--- src/rtl/simd_pkg.sv ---
// Types and constants shared by the SIMD pipeline front end (fetch and decode).
package simd_pkg;

  localparam int INSTR_W = 25;

  typedef logic [INSTR_W-1:0] instr_t;

  // R3 format, opcode nop
  localparam instr_t NOP_INSTR = 25'h1800000;

  typedef enum logic [1:0] {
    IDLE = 2'd0,
    LOAD = 2'd1,
    RUN  = 2'd2,
    DONE = 2'd3
  } fetch_state_t;

endpackage

--- src/rtl/instr_buf.sv ---
// Program store: DEPTH x INSTR_W register array, synchronous write, combinational read.
// No reset on the contents, so a program survives a pipeline reset.
module instr_buf
  import simd_pkg::*;
#(
  parameter int DEPTH = 64,
  parameter int AW    = $clog2(DEPTH)
) (
  input  logic               clk_i,
  input  logic               we_i,
  input  logic [AW-1:0]      waddr_i,
  input  logic [INSTR_W-1:0] wdata_i,
  input  logic [AW-1:0]      raddr_i,
  output logic [INSTR_W-1:0] rdata_o
);

  instr_t mem_q [DEPTH];

  always_ff @(posedge clk_i) begin
    if (we_i) mem_q[waddr_i] <= wdata_i;
  end

  assign rdata_o = mem_q[raddr_i];

endmodule

--- src/rtl/instr_fetch.sv ---
// Fetch stage: loads a program serially, then issues one instruction per unstalled cycle (1-cycle start latency).
// Stall freezes the issue register and pc; optional RUN stall counter enabled by IFETCH_STALL_CNT_EN.
module instr_fetch
  import simd_pkg::*;
#(
  parameter  int DEPTH = 64,
  localparam int AW    = $clog2(DEPTH)
) (
  input  logic               clk,
  input  logic               reset,
  input  logic               load_valid,
  input  logic [INSTR_W-1:0] load_data,
  input  logic               start,
  input  logic               stall,
  output logic [INSTR_W-1:0] instructionIF,
  output logic               valid_IF,
  output logic [AW-1:0]      pc,
  output logic               done,
  output logic               overflow
`ifdef IFETCH_STALL_CNT_EN
  ,
  output logic [15:0]        stall_cnt
`endif
);

  localparam logic [AW:0] ONE_C   = 1;
  localparam logic [AW:0] DEPTH_C = DEPTH[AW:0];

  fetch_state_t state_q;
  logic [AW:0]  count_q;
  logic [AW-1:0] pc_q;
  instr_t       instr_q;
  logic         valid_q;
  logic         done_q;
  logic         ovf_q;

  logic         buf_we;
  logic [AW-1:0] buf_waddr;
  instr_t       buf_rdata;
  logic         full;
  logic         last_issue;
  logic         go_run;

  assign full       = (count_q == DEPTH_C);
  // pc is one bit narrower than count so a full buffer's last index is DEPTH-1
  assign last_issue = ({1'b0, pc_q} == (count_q - ONE_C));
  assign go_run     = start && ((state_q == LOAD) ||
                                (state_q == IDLE && (load_valid || count_q != '0)));

  always_comb begin
    buf_we    = 1'b0;
    buf_waddr = '0;
    if (load_valid) begin
      case (state_q)
        IDLE, DONE: buf_we = 1'b1;
        LOAD: begin
          buf_we    = !full;
          buf_waddr = count_q[AW-1:0];
        end
        default: buf_we = 1'b0;
      endcase
    end
  end

  instr_buf #(.DEPTH(DEPTH), .AW(AW)) u_buf (
    .clk_i   (clk),
    .we_i    (buf_we),
    .waddr_i (buf_waddr),
    .wdata_i (load_data),
    .raddr_i (pc_q),
    .rdata_o (buf_rdata)
  );

  always_ff @(posedge clk or negedge reset) begin
    if (!reset) begin
      state_q <= IDLE;
      count_q <= '0;
      pc_q    <= '0;
      instr_q <= NOP_INSTR;
      valid_q <= 1'b0;
      done_q  <= 1'b0;
      ovf_q   <= 1'b0;
    end else begin
      case (state_q)
        IDLE: begin
          if (load_valid) begin
            count_q <= ONE_C;
            state_q <= start ? RUN : LOAD;
            pc_q    <= '0;
          end else if (start) begin
            state_q <= (count_q == '0) ? DONE : RUN;
            pc_q    <= '0;
          end
        end
        LOAD: begin
          if (load_valid) begin
            if (full) ovf_q   <= 1'b1;
            else      count_q <= count_q + ONE_C;
          end
          if (start) begin
            state_q <= RUN;
            pc_q    <= '0;
          end
        end
        RUN: begin
          if (!stall) begin
            instr_q <= buf_rdata;
            valid_q <= 1'b1;
            pc_q    <= pc_q + 1'b1;
            if (last_issue) state_q <= DONE;
          end
        end
        DONE: begin
          if (!stall) begin
            instr_q <= NOP_INSTR;
            valid_q <= 1'b0;
            done_q  <= 1'b1;
          end
          // a new load starts a fresh program and wins over the done update
          if (load_valid) begin
            done_q  <= 1'b0;
            ovf_q   <= 1'b0;
            count_q <= ONE_C;
            state_q <= LOAD;
          end
        end
        default: state_q <= IDLE;
      endcase
    end
  end

`ifdef IFETCH_STALL_CNT_EN
  logic [15:0] stall_cnt_q;

  always_ff @(posedge clk or negedge reset) begin
    if (!reset) begin
      stall_cnt_q <= '0;
    end else if (go_run) begin
      stall_cnt_q <= '0;
    end else if (state_q == RUN && stall && stall_cnt_q != 16'hFFFF) begin
      stall_cnt_q <= stall_cnt_q + 16'd1;
    end
  end

  assign stall_cnt = stall_cnt_q;
`endif

  assign instructionIF = instr_q;
  assign valid_IF      = valid_q;
  assign pc            = pc_q;
  assign done          = done_q;
  assign overflow      = ovf_q;

endmodule
--- config.mk ---
export PLATFORM = sky130hd
export DESIGN_NAME = instr_fetch
export DESIGN_NICKNAME = d
export VERILOG_FILES = /design/src/rtl/simd_pkg.sv /design/src/rtl/instr_buf.sv /design/src/rtl/instr_fetch.sv
export SDC_FILE = /design/constraint.sdc
export NUM_CORES = 1
export LEC_CHECK = 0
export CAP_MARGIN = 20
export CORE_ASPECT_RATIO = 1.25
export CORE_MARGIN = 5
export CORE_UTILIZATION = 60
export CTS_CLUSTER_DIAMETER = 150
export CTS_CLUSTER_SIZE = 14
export DETAILED_ROUTE_END_ITERATION = 10
export PLACE_DENSITY = 0.76
export SLEW_MARGIN = 30
export SYNTH_ARGS = -nofsm -noshare
export SYNTH_HDL_FRONTEND = slang
export SYNTH_SLANG_ARGS = --single-unit
--- constraint.sdc ---
create_clock -name clk -period 4.6 [get_ports clk]
set_clock_uncertainty 0.15 [all_clocks]
set_input_delay 0.69 -clock clk [delete_from_list [all_inputs] [get_ports clk]]
set_output_delay 0.69 -clock clk [all_outputs]
set_load 0.01 [all_outputs]
-- After elaboration in Yosys (flattened, before gate mapping)
Memories as Yosys holds them, arrays and structs flattened.
Index checks and enable logic that the tools add are counted.
- register bits: 43
- latch bits: 0
- memory bits (writable): 1600
- ROM bits: 0
- input port bits: 30
- output and inout bits: 34
- memories: 1
- add/sub/neg operators: 3
- $mul: 0
- divide/modulo/power cells: 0
- order comparisons: 0
- equality and inequality tests: 16
- shift-type cells: 0
- multiplexer cells: 34
- bitwise gates (word level): 0
- reductions and logical operators: 14
- memory list (memory ; words ; bits a word ; read ports ; clocked after Yosys merged registers in ; write ports ; RTL line ; RTL):
    u_buf.mem_q ; 64 ; 25 ; 1 ; 0 ; 1 ; instr_buf.sv:17 ; instr_t mem_q [DEPTH];
- operators with widths (kind ; number):
    $mux 25 ; 2
    $pmux 25 s2 ; 1
    $mux 6 ; 5
    $mux 7 ; 3
    $ne 2x2->1 const B ; 9
    $pmux 6 s3 ; 1
    $mux 2 ; 7
    $pmux 7 s2 ; 1
    $mux 1 ; 10
    $pmux 2 s4 ; 1
    $reduce_and 4->1 ; 2
    $add 7x1->7 const B ; 1
    $eq 6x7->1 ; 1
    $eq 7x7->1 const B ; 1
    $logic_not 7->1 ; 1
    $sub 7x1->7 const B ; 1
    $add 6x1->6 const B ; 1
    $pmux 1 s2 ; 3
    $reduce_bool 2->1 ; 3
    $reduce_and 5->1 ; 1
    $eq 2x2->1 const B ; 2
    $reduce_and 2->1 ; 2
    $ne 3x3->1 const B ; 1
    $reduce_and 3->1 ; 1
    other kinds (6) ; 6

-- Longest topological paths before layout
Gate-level depths: netlist of run 1.
- depth after elaboration: 6
- depth in mapped cells: 10
- mapped depth without buffers: 8

-- Cells and area by module
Synthesis of run 1 repeated with hierarchy kept, for this count alone.
- cells, all modules: 3095
- area, all modules: 64356.7 um^2
- modules (own cells, without submodules) (module ; instances ; cells an instance ; area each (um^2) ; seq. area each (um^2)):
    instr_buf ; 1 ; 2825 ; 61997.0 ; 48046.1
    instr_fetch ; 1 ; 270 ; 2359.8 ; 1078.5

-- Worst setup path after synthesis of run 1
OpenSTA, ideal clock, no wires.
- kind: register to register
- start point: register count_q[1]
- end point: memory u_buf.mem_q[5][0] (netlist name) (enable)
- arrival time: 3.005 ns
- required time: 4.028 ns
- path slack: 1.023 ns
- stages on the path, launching flop included: 9
- clock period less this slack: 3.577 ns
- cell sequence: dfrtp_1 -> inv_1 -> ha_1 -> nor2b_1 -> and4b_1 -> a211oi_1 -> and2_1 -> nand2_1 -> a31oi_1
- longest elaborated chain between the ends: 6
- elaborated cells between the ends (all ways): 8
- classes of those cells: 1 x eq/ne; 6 x mux; 1 x reduce/logical
- ends and longest elaborated chain (element ; RTL line ; RTL):
    start, declared ; instr_fetch.sv:30 ; logic [AW:0] count_q;
    start signal, assigned ; instr_fetch.sv:98 ; else count_q <= count_q + ONE_C;
    $eq 7x7->1 ; instr_fetch.sv:44 ; assign full = (count_q == DEPTH_C);
    $logic_not 1->1 ; instr_fetch.sv:57 ; buf_we = !full;
    $pmux 1 s2 ; instr_fetch.sv:54 ; case (state_q)
    $mux 1 ; instr_fetch.sv:53 ; if (load_valid) begin
    $mux 1 ; instr_buf.sv:20 ; if (we_i) mem_q[waddr_i] <= wdata_i;
    $mux 1 (not written as such) ; instr_buf.sv:20 ;
    end, declared ; instr_buf.sv:17 ;
Several ways; a longest one is shown, not always the timed one.

-- Worst setup path in the final report of run 1
- start point: register pc_q[1], in the netlist pc[1]
- end point: output port pc[1]
- RTL lines (element ; RTL line ; RTL):
    start, declared ; instr_fetch.sv:31 ; logic [AW-1:0] pc_q;
    start signal, assigned ; instr_fetch.sv:109 ; pc_q <= pc_q + 1'b1;
    end, declared ; instr_fetch.sv:17 ; output logic [AW-1:0] pc,
No word-level cell between the ends.

==> out/qor.csv, run 1 <==
stage,metric,value,unit
clocking,clock-sinks,1643,
layout,regArea,0.0491,mm2
global_routing,gr-total-overflow,0,
timing,holdWs,0.244,ns
global_routing,grt_pass1_vias,31300,
layout,syn_to_final_growth,10.7,%
min_path,hp-class,in -> reg,
layout,fillers,6447,
clocking,clockBufferDepth,3,
placed_design,gp_congestion,0.945,
critical_path,max_stage_delay,1.03,ns
clocking,root_buffer,clkbuf_16,
drt,route.detailed.drc,0,
timing,min_period,3.74,ns
global_routing,antenna_found_initial,4,
drt,via_per_inst,6.93,
drt,totalWireLength,161000,um
drt,drtIter0Drc,4722,
yosys,synth_edf_count,1600,
min_path,min_delay_path_depth,1,
clocking,cts_tree,built,
critical_path,r2r_cells,5,
clocking,cts_made_buffers,135,
clocking,post_cts_resized,0,
critical_path,cp_max_fo,44,
yosys,synth-async-reset-ratio,2.62,%
timing,hold_viol,0,
timing,maxSlewViolCount,0,
global_routing,grt_max_degree,70,
yosys,syn-cell-area,0.0635,mm2
timing,max_freq,268,MHz
clocking,htree_levels,4,
clocking,path_clk_slew,0.08,ns
critical_path,crit_cells,2,
clocking,hold_buffers,2,
global_routing,met3_usage,6.78,%
drt,ant_nets,0,
pwr,power_density,495,mW/mm2
global_routing,grt_use_met1,38.5,%
critical_path,worst_setup_path_end_kind,primary output,
timing,worst_slew_pin_slew,1.06,ns
yosys,synth.ff_latch_count,1643,
drt,num_vias,31400,
yosys,ys_seq_area_share,77.4,%
timing,finalSetupViolCount,0,
placed_design,hpwlAfterDp,98000,um
yosys,mappedNetlistNets,2911,
floorplanning,die_h,374,um
timing,rsz0062_at_grt,false,
timing,post-route-period-util,81.2,%
drt,avgRoutedWirePerCell,35.5,um
layout,multi_input_area,0.0137,mm2
timing,slew_headroom,27.2,%
yosys,yosysWarningCount,0,
critical_path,crit_buf_inv,2,
drt,drt-pass1-iter-count,6,
yosys,synthTopCellsByCount,"edfxtp_1 (1600), mux4_2 (402), mux2i_1 (108), nor2_1 (93), a21oi_1 (89)",
floorplanning,row_count,133,
floorplanning,design.core.area,0.105,mm2
job,maxCapViolations,0,
yosys,postSynthAreaPerCell,22.1,um2
critical_path,path_cells,buf_4 > clkdlybuf4s50_1,
yosys,post-synth-top-area-cell,edfxtp_1,
global_routing,met2_usage,46.2,%
global_routing,grt_usage,28.8,%
yosys,synthFlopType,edfxtp_1,
layout,layout.nets,3093,
placed_design,portBuffers,63,
yosys,synth_top_area_share,75.7,%
pwr,p_leak,21.1,nW
critical_path,worstSetupStartpointType,register,
yosys,synthTopCellsByArea,"edfxtp_1 (76%), mux4_2 (14%), mux2i_1 (1.7%), dfrtp_1 (1.6%), a21oi_1 (0.70%)",
global_routing,top_usage_layer,met2,
yosys,synth_cell_types,53,
pwr,vdd.ir_drop.worst,0.000344,V
outcome,status,"finished, final reports clean",
floorplanning,die_area,0.112,mm2
floorplanning,ios,64,
critical_path,cp.required,3.76,ns
yosys,yosysMostFrequentCell,edfxtp_1,
layout,drive_above_1_share,26.4,%
floorplanning,die_x,301,um
global_routing,grt_pass1_wl,229000,um
clocking,post_cts_buffers,0,
critical_path,crit_slowest_cell,dfrtp_4,
floorplanning,start_util,60.4,%
critical_path,critical-path-top-delay-family,flip-flops,
yosys,synth_cells,2871,
critical_path,path_class,reg -> out,
critical_path,crit_arrival,2.90,ns
clocking,insertion_delay,0.75,ns
timing,tns,0,ns
-- power by group --
part	total, mW	switching [mW]	leakage (nW)	internal, mW
clock	10.5	4.94	1.84	5.58
sequential	17.2	0.443	14.9	16.7
combinational	7.13	3.99	4.30	3.15
-- layout make-up --
class | instances | area share [%]
Sequential cell | 1643 | 69.9
Multi-Input combinational cell | 1058 | 19.5
Clock buffer | 177 | 5.24
Timing Repair Buffer | 201 | 2.55
Tap cell | 1417 | 2.52
Clock inverter | 9 | 0.148
Inverter | 14 | 0.0748
Antenna cell | 4 | 0.0142
-- registers in the layout, summed over array words and instances (netlist names) --
signal         cells
state_q            2
pc                 6
instructionIF     25
valid_IF           1
count_q            7
overflow           1
u_buf.mem_q     1600
done               1
-- final timing paths --
check	from	endpoint	slack, ns
worst min register to register	valid_IF	valid_IF	0.35
max in group asynchronous	reset	pc[3]	3.39
worst min-delay path	load_data[23]	u_buf.mem_q[33][23]	0.24
worst max-delay path	pc[1]	pc[1]	0.86
worst max register to register	pc[1]	instructionIF[0]	0.92
min in group asynchronous	reset	instructionIF[13]	0.35
-- routing by layer --
layer,up-vias,part of all wire (%)
li1,12400,-
met1,16300,34
met2,2237,49
met3,402,11
met4,4,5.4
met5,-,0.014
-- per-stage QoR --
step	std cells	area, um2	total power, mW	util [%]	setup WS (ns)
finish	4523	70300	34.8	66.8	0.863
global route	4519	70200	35.9	66.8	0.821
floorplan	2871	63500	21.8	-	1.02
global placement	4330	66400	24.4	63.1	0.962
detailed placement	4331	66400	24.5	63.2	0.878
CTS	4519	70200	34.9	66.8	0.823
-- worst register-to-register path: cells and delay by family (launching register included) --
family	cells	cell delay, ns
AO/OA/AOI/OAI	3	1.34
flip-flops	1	1.03
multiplexers	1	0.41
buffers and inverters	1	0.67
-- cell usage in the layout (no fill, tap or decap), types with 5 or more instances in the layout --
| cell type | count |
|---|---|
| a211oi_1 | 8 |
| a21oi_1 | 89 |
| a22oi_1 | 30 |
| a31oi_1 | 24 |
| and3_1 | 8 |
| buf_12 | 17 |
| buf_2 | 13 |
| buf_4 | 131 |
| clkbuf_1 | 35 |
| clkbuf_16 | 142 |
| clkdlybuf4s50_1 | 37 |
| dfrtp_1 | 36 |
| edfxtp_1 | 1600 |
| ha_1 | 10 |
| inv_1 | 12 |
| inv_6 | 5 |
| mux2_2 | 31 |
| mux2i_1 | 108 |
| mux4_1 | 6 |
| mux4_2 | 402 |
| nand2_1 | 61 |
| nand2b_1 | 8 |
| nand3_1 | 30 |
| nand4_1 | 7 |
| nor2_1 | 32 |
| nor2_2 | 61 |
| nor2b_1 | 12 |
| nor3_1 | 8 |
| o2111ai_1 | 19 |
| o21ai_0 | 33 |
| o22ai_1 | 16 |
| or3_1 | 5 |
-- kinds of logic (layout without fill, tap and decap cells) --
family,Yosys count,count (layout),synth area share (%)
muxes,547,547,16.8
and+or+nand+nor,245,245,1.75
AOI/OAI and AO/OA,250,250,2.46
xor gates and xnor gates,6,6,0.0828
adders and majority gates,10,10,0.197
other,0,4,0
DFF,1643,1643,77.4
buffers and inverters,170,401,1.37
No activity file was read; power rests on OpenSTA's default activity.
==> run 2: changes to the inputs <==
==> constraint.sdc (replaced) <==
create_clock -name clk -period 3.5 [get_ports clk]
set_clock_uncertainty 0.15 [all_clocks]
set_input_delay 0.525 -clock clk [delete_from_list [all_inputs] [get_ports clk]]
set_output_delay 0.525 -clock clk [all_outputs]
set_load 0.01 [all_outputs]
==> run 2 against run 1 <==
  * Total power rose by 31%
  * Sequential cell count unchanged
  * Clock power increased by 30%
  * Worst hold slack worse by 0.18 ns
  * First-iteration DRC count down 2.8%
  * Critical path depth up 4
  * Non-clock buffer count is 80 higher
  * Via count increased by 2.0%
  * Register-to-register slack lost 0.83 ns
  * Final cell count increased by 2.2%
==> out/qor.csv, run 2 (synthesis gave the netlist of run 1 again) <==
stage,metric,value,unit,change
drt,num_vias,32000,,was 31400
floorplanning,ios,64,,unchanged
timing,maxSlewViolCount,0,,unchanged
layout,regArea,0.0491,mm2,unchanged
placed_design,hpwlAfterDp,93500,um,was 98000 um
clocking,htree_levels,4,,unchanged
layout,drive_above_1_share,28.0,%,was 26.4%
drt,totalWireLength,162000,um,was 161000 um
layout,largest_register_ffs,1600,,unchanged
clocking,insertion_delay,0.76,ns,was 0.75 ns
layout,layout_common_cells,"edfxtp_1 (1600), mux4_2 (402), buf_4 (143)",,"was edfxtp_1 (1600), mux4_2 (402), clkbuf_16 (142)"
layout,regMostFlops,u_buf.mem_q,,unchanged
global_routing,antenna_found_initial,9,,was 4
critical_path,cp_max_fo,25,,was 44
timing,min_period,3.41,ns,
timing,slew_headroom,31.7,%,was 27.2%
timing,finalSetupViolCount,0,,unchanged
pwr,power_density,636,mW/mm2,was 495 mW/mm2
placed_design,gp_congestion,0.908,,was 0.945
clocking,cts_made_buffers,135,,unchanged
outcome,status,"finished, final reports clean",,unchanged
critical_path,path_class,reg -> reg,,was reg -> out
critical_path,worst_setup_path_end_kind,register,,was primary output
drt,drt-pass1-iter-count,6,,unchanged
global_routing,gr-total-overflow,0,,unchanged
floorplanning,die_h,374,um,unchanged
timing,post-route-period-util,97.4,%,
critical_path,cp.required,3.96,ns,was 3.76 ns
layout,fin_area,0.0717,mm2,was 0.0703 mm2
global_routing,grt_pass1_vias,32800,,was 31300
clocking,path_clk_slew,0.08,ns,about the same
global_routing,grt_max_degree,65,,was 70
floorplanning,die_x,301,um,unchanged
floorplanning,die_area,0.112,mm2,unchanged
floorplanning,design.core.area,0.105,mm2,unchanged
global_routing,grt_usage,29.1,%,was 28.8%
clocking,clock-sinks,1643,,unchanged
pwr,vdd.ir_drop.worst,0.000457,V,was 0.000344 V
floorplanning,row_count,133,,unchanged
drt,via_per_inst,6.92,,was 6.93
layout,fillers,6260,,was 6447
drt,ant_nets,0,,unchanged
layout,fin_util,68.2,%,was 66.8%
timing,worst_slew_pin_slew,1.01,ns,was 1.06 ns
placed_design,detailed_place.area,0.0679,mm2,was 0.0664 mm2
job,maxCapViolations,0,,unchanged
layout,layout.nets,3173,,was 3093
clocking,root_buffer,clkbuf_16,,unchanged
timing,max_freq,293,MHz,
layout,final_common_cell,edfxtp_1,,unchanged
drt,route.detailed.drc,0,,unchanged
global_routing,grt_pass1_wl,232000,um,was 229000 um
placed_design,portBuffers,63,,unchanged
drt,avgRoutedWirePerCell,35.0,um,was 35.5 um
min_path,hp-class,in -> reg,,unchanged
timing,rsz0062_at_grt,false,,unchanged
critical_path,worstSetupStartpointType,register,,unchanged
clocking,cts_tree,built,,unchanged
timing,holdWs,0.0598,ns,was 0.244 ns
drt,drtIter0Drc,4589,,was 4722
critical_path,crit_arrival,3.87,ns,was 2.90 ns
timing,hold_viol,0,,unchanged
layout,multi_input_area,0.0137,mm2,about the same
clocking,clockBufferDepth,3,,unchanged
pwr,p_leak,21.6,nW,was 21.1 nW
layout,syn_to_final_growth,13.0,%,was 10.7%
floorplanning,start_util,60.4,%,unchanged
timing,tns,0,ns,unchanged
[run 2: final cells by class]
class | count | area share [%]
sequential | 1643 | 68.5
clock inverter | 4 | 0.0523
clock buffer | 202 | 5.18
multi-input combinational | 1058 | 19.1
tap | 1417 | 2.47
antenna | 2 | 0.00698
inverter | 14 | 0.0733
timing repair buffer | 281 | 4.58
[run 2: path summary, 6_finish.rpt]
kind,endpoint,start,slack (ns),cells past startpoint
max,instructionIF[15],pc[0],0.09,6
min,u_buf.mem_q[26][8],load_data[8],0.06,1
max reg2reg,instructionIF[15],pc[0],0.09,6
min reg2reg,valid_IF,valid_IF,0.34,2
max in group asynchronous,instructionIF[23],reset,2.34,3
min in group asynchronous,instructionIF[0],reset,0.18,2
[run 2: routing by layer]
metal	share of wire (%)	GRT usage, %	vias up	routed length [um]
li1	-	-	12600	-
met5	0.035	0	-	57
met2	50	46.9	2258	80400
met4	5.2	12.7	8	8340
met1	35	39.3	16700	56200
met3	10	6.33	403	16900
[run 2: timing repair]
action	4_1_cts	5_1_grt
endpoints found under the setup margin	2	3
pin swaps	0	0
hold buffers	1	0
gates resized for setup	1	2
endpoints found under the hold margin	24	0
buffers inserted	1	1
[run 2: critical path, cell delays in order (launching register included)]
cell	delay, ns
dfrtp_4	0.70
buf_12	0.30
buf_12	0.27
mux4_2	0.54
mux4_2	0.58
a21oi_1	0.53
a21oi_1	0.12
[run 2: where the power goes]
group	switching, mW	internal (mW)	total [mW]
registers	0.509	22.0	22.5
logic	4.88	4.55	9.43
clock network	6.45	7.28	13.7
total	11.8	33.8	45.6
[run 2: through the flow]
stage	worst slack [ns]	std cells	total power [mW]
detailed placement	-0.104	4409	32.2
global placement	-0.0603	4409	32.0
CTS	0.0179	4617	45.8
global route	0.00270	4619	47.2
finish	0.0900	4621	45.6
floorplan	0.0615	2871	28.7
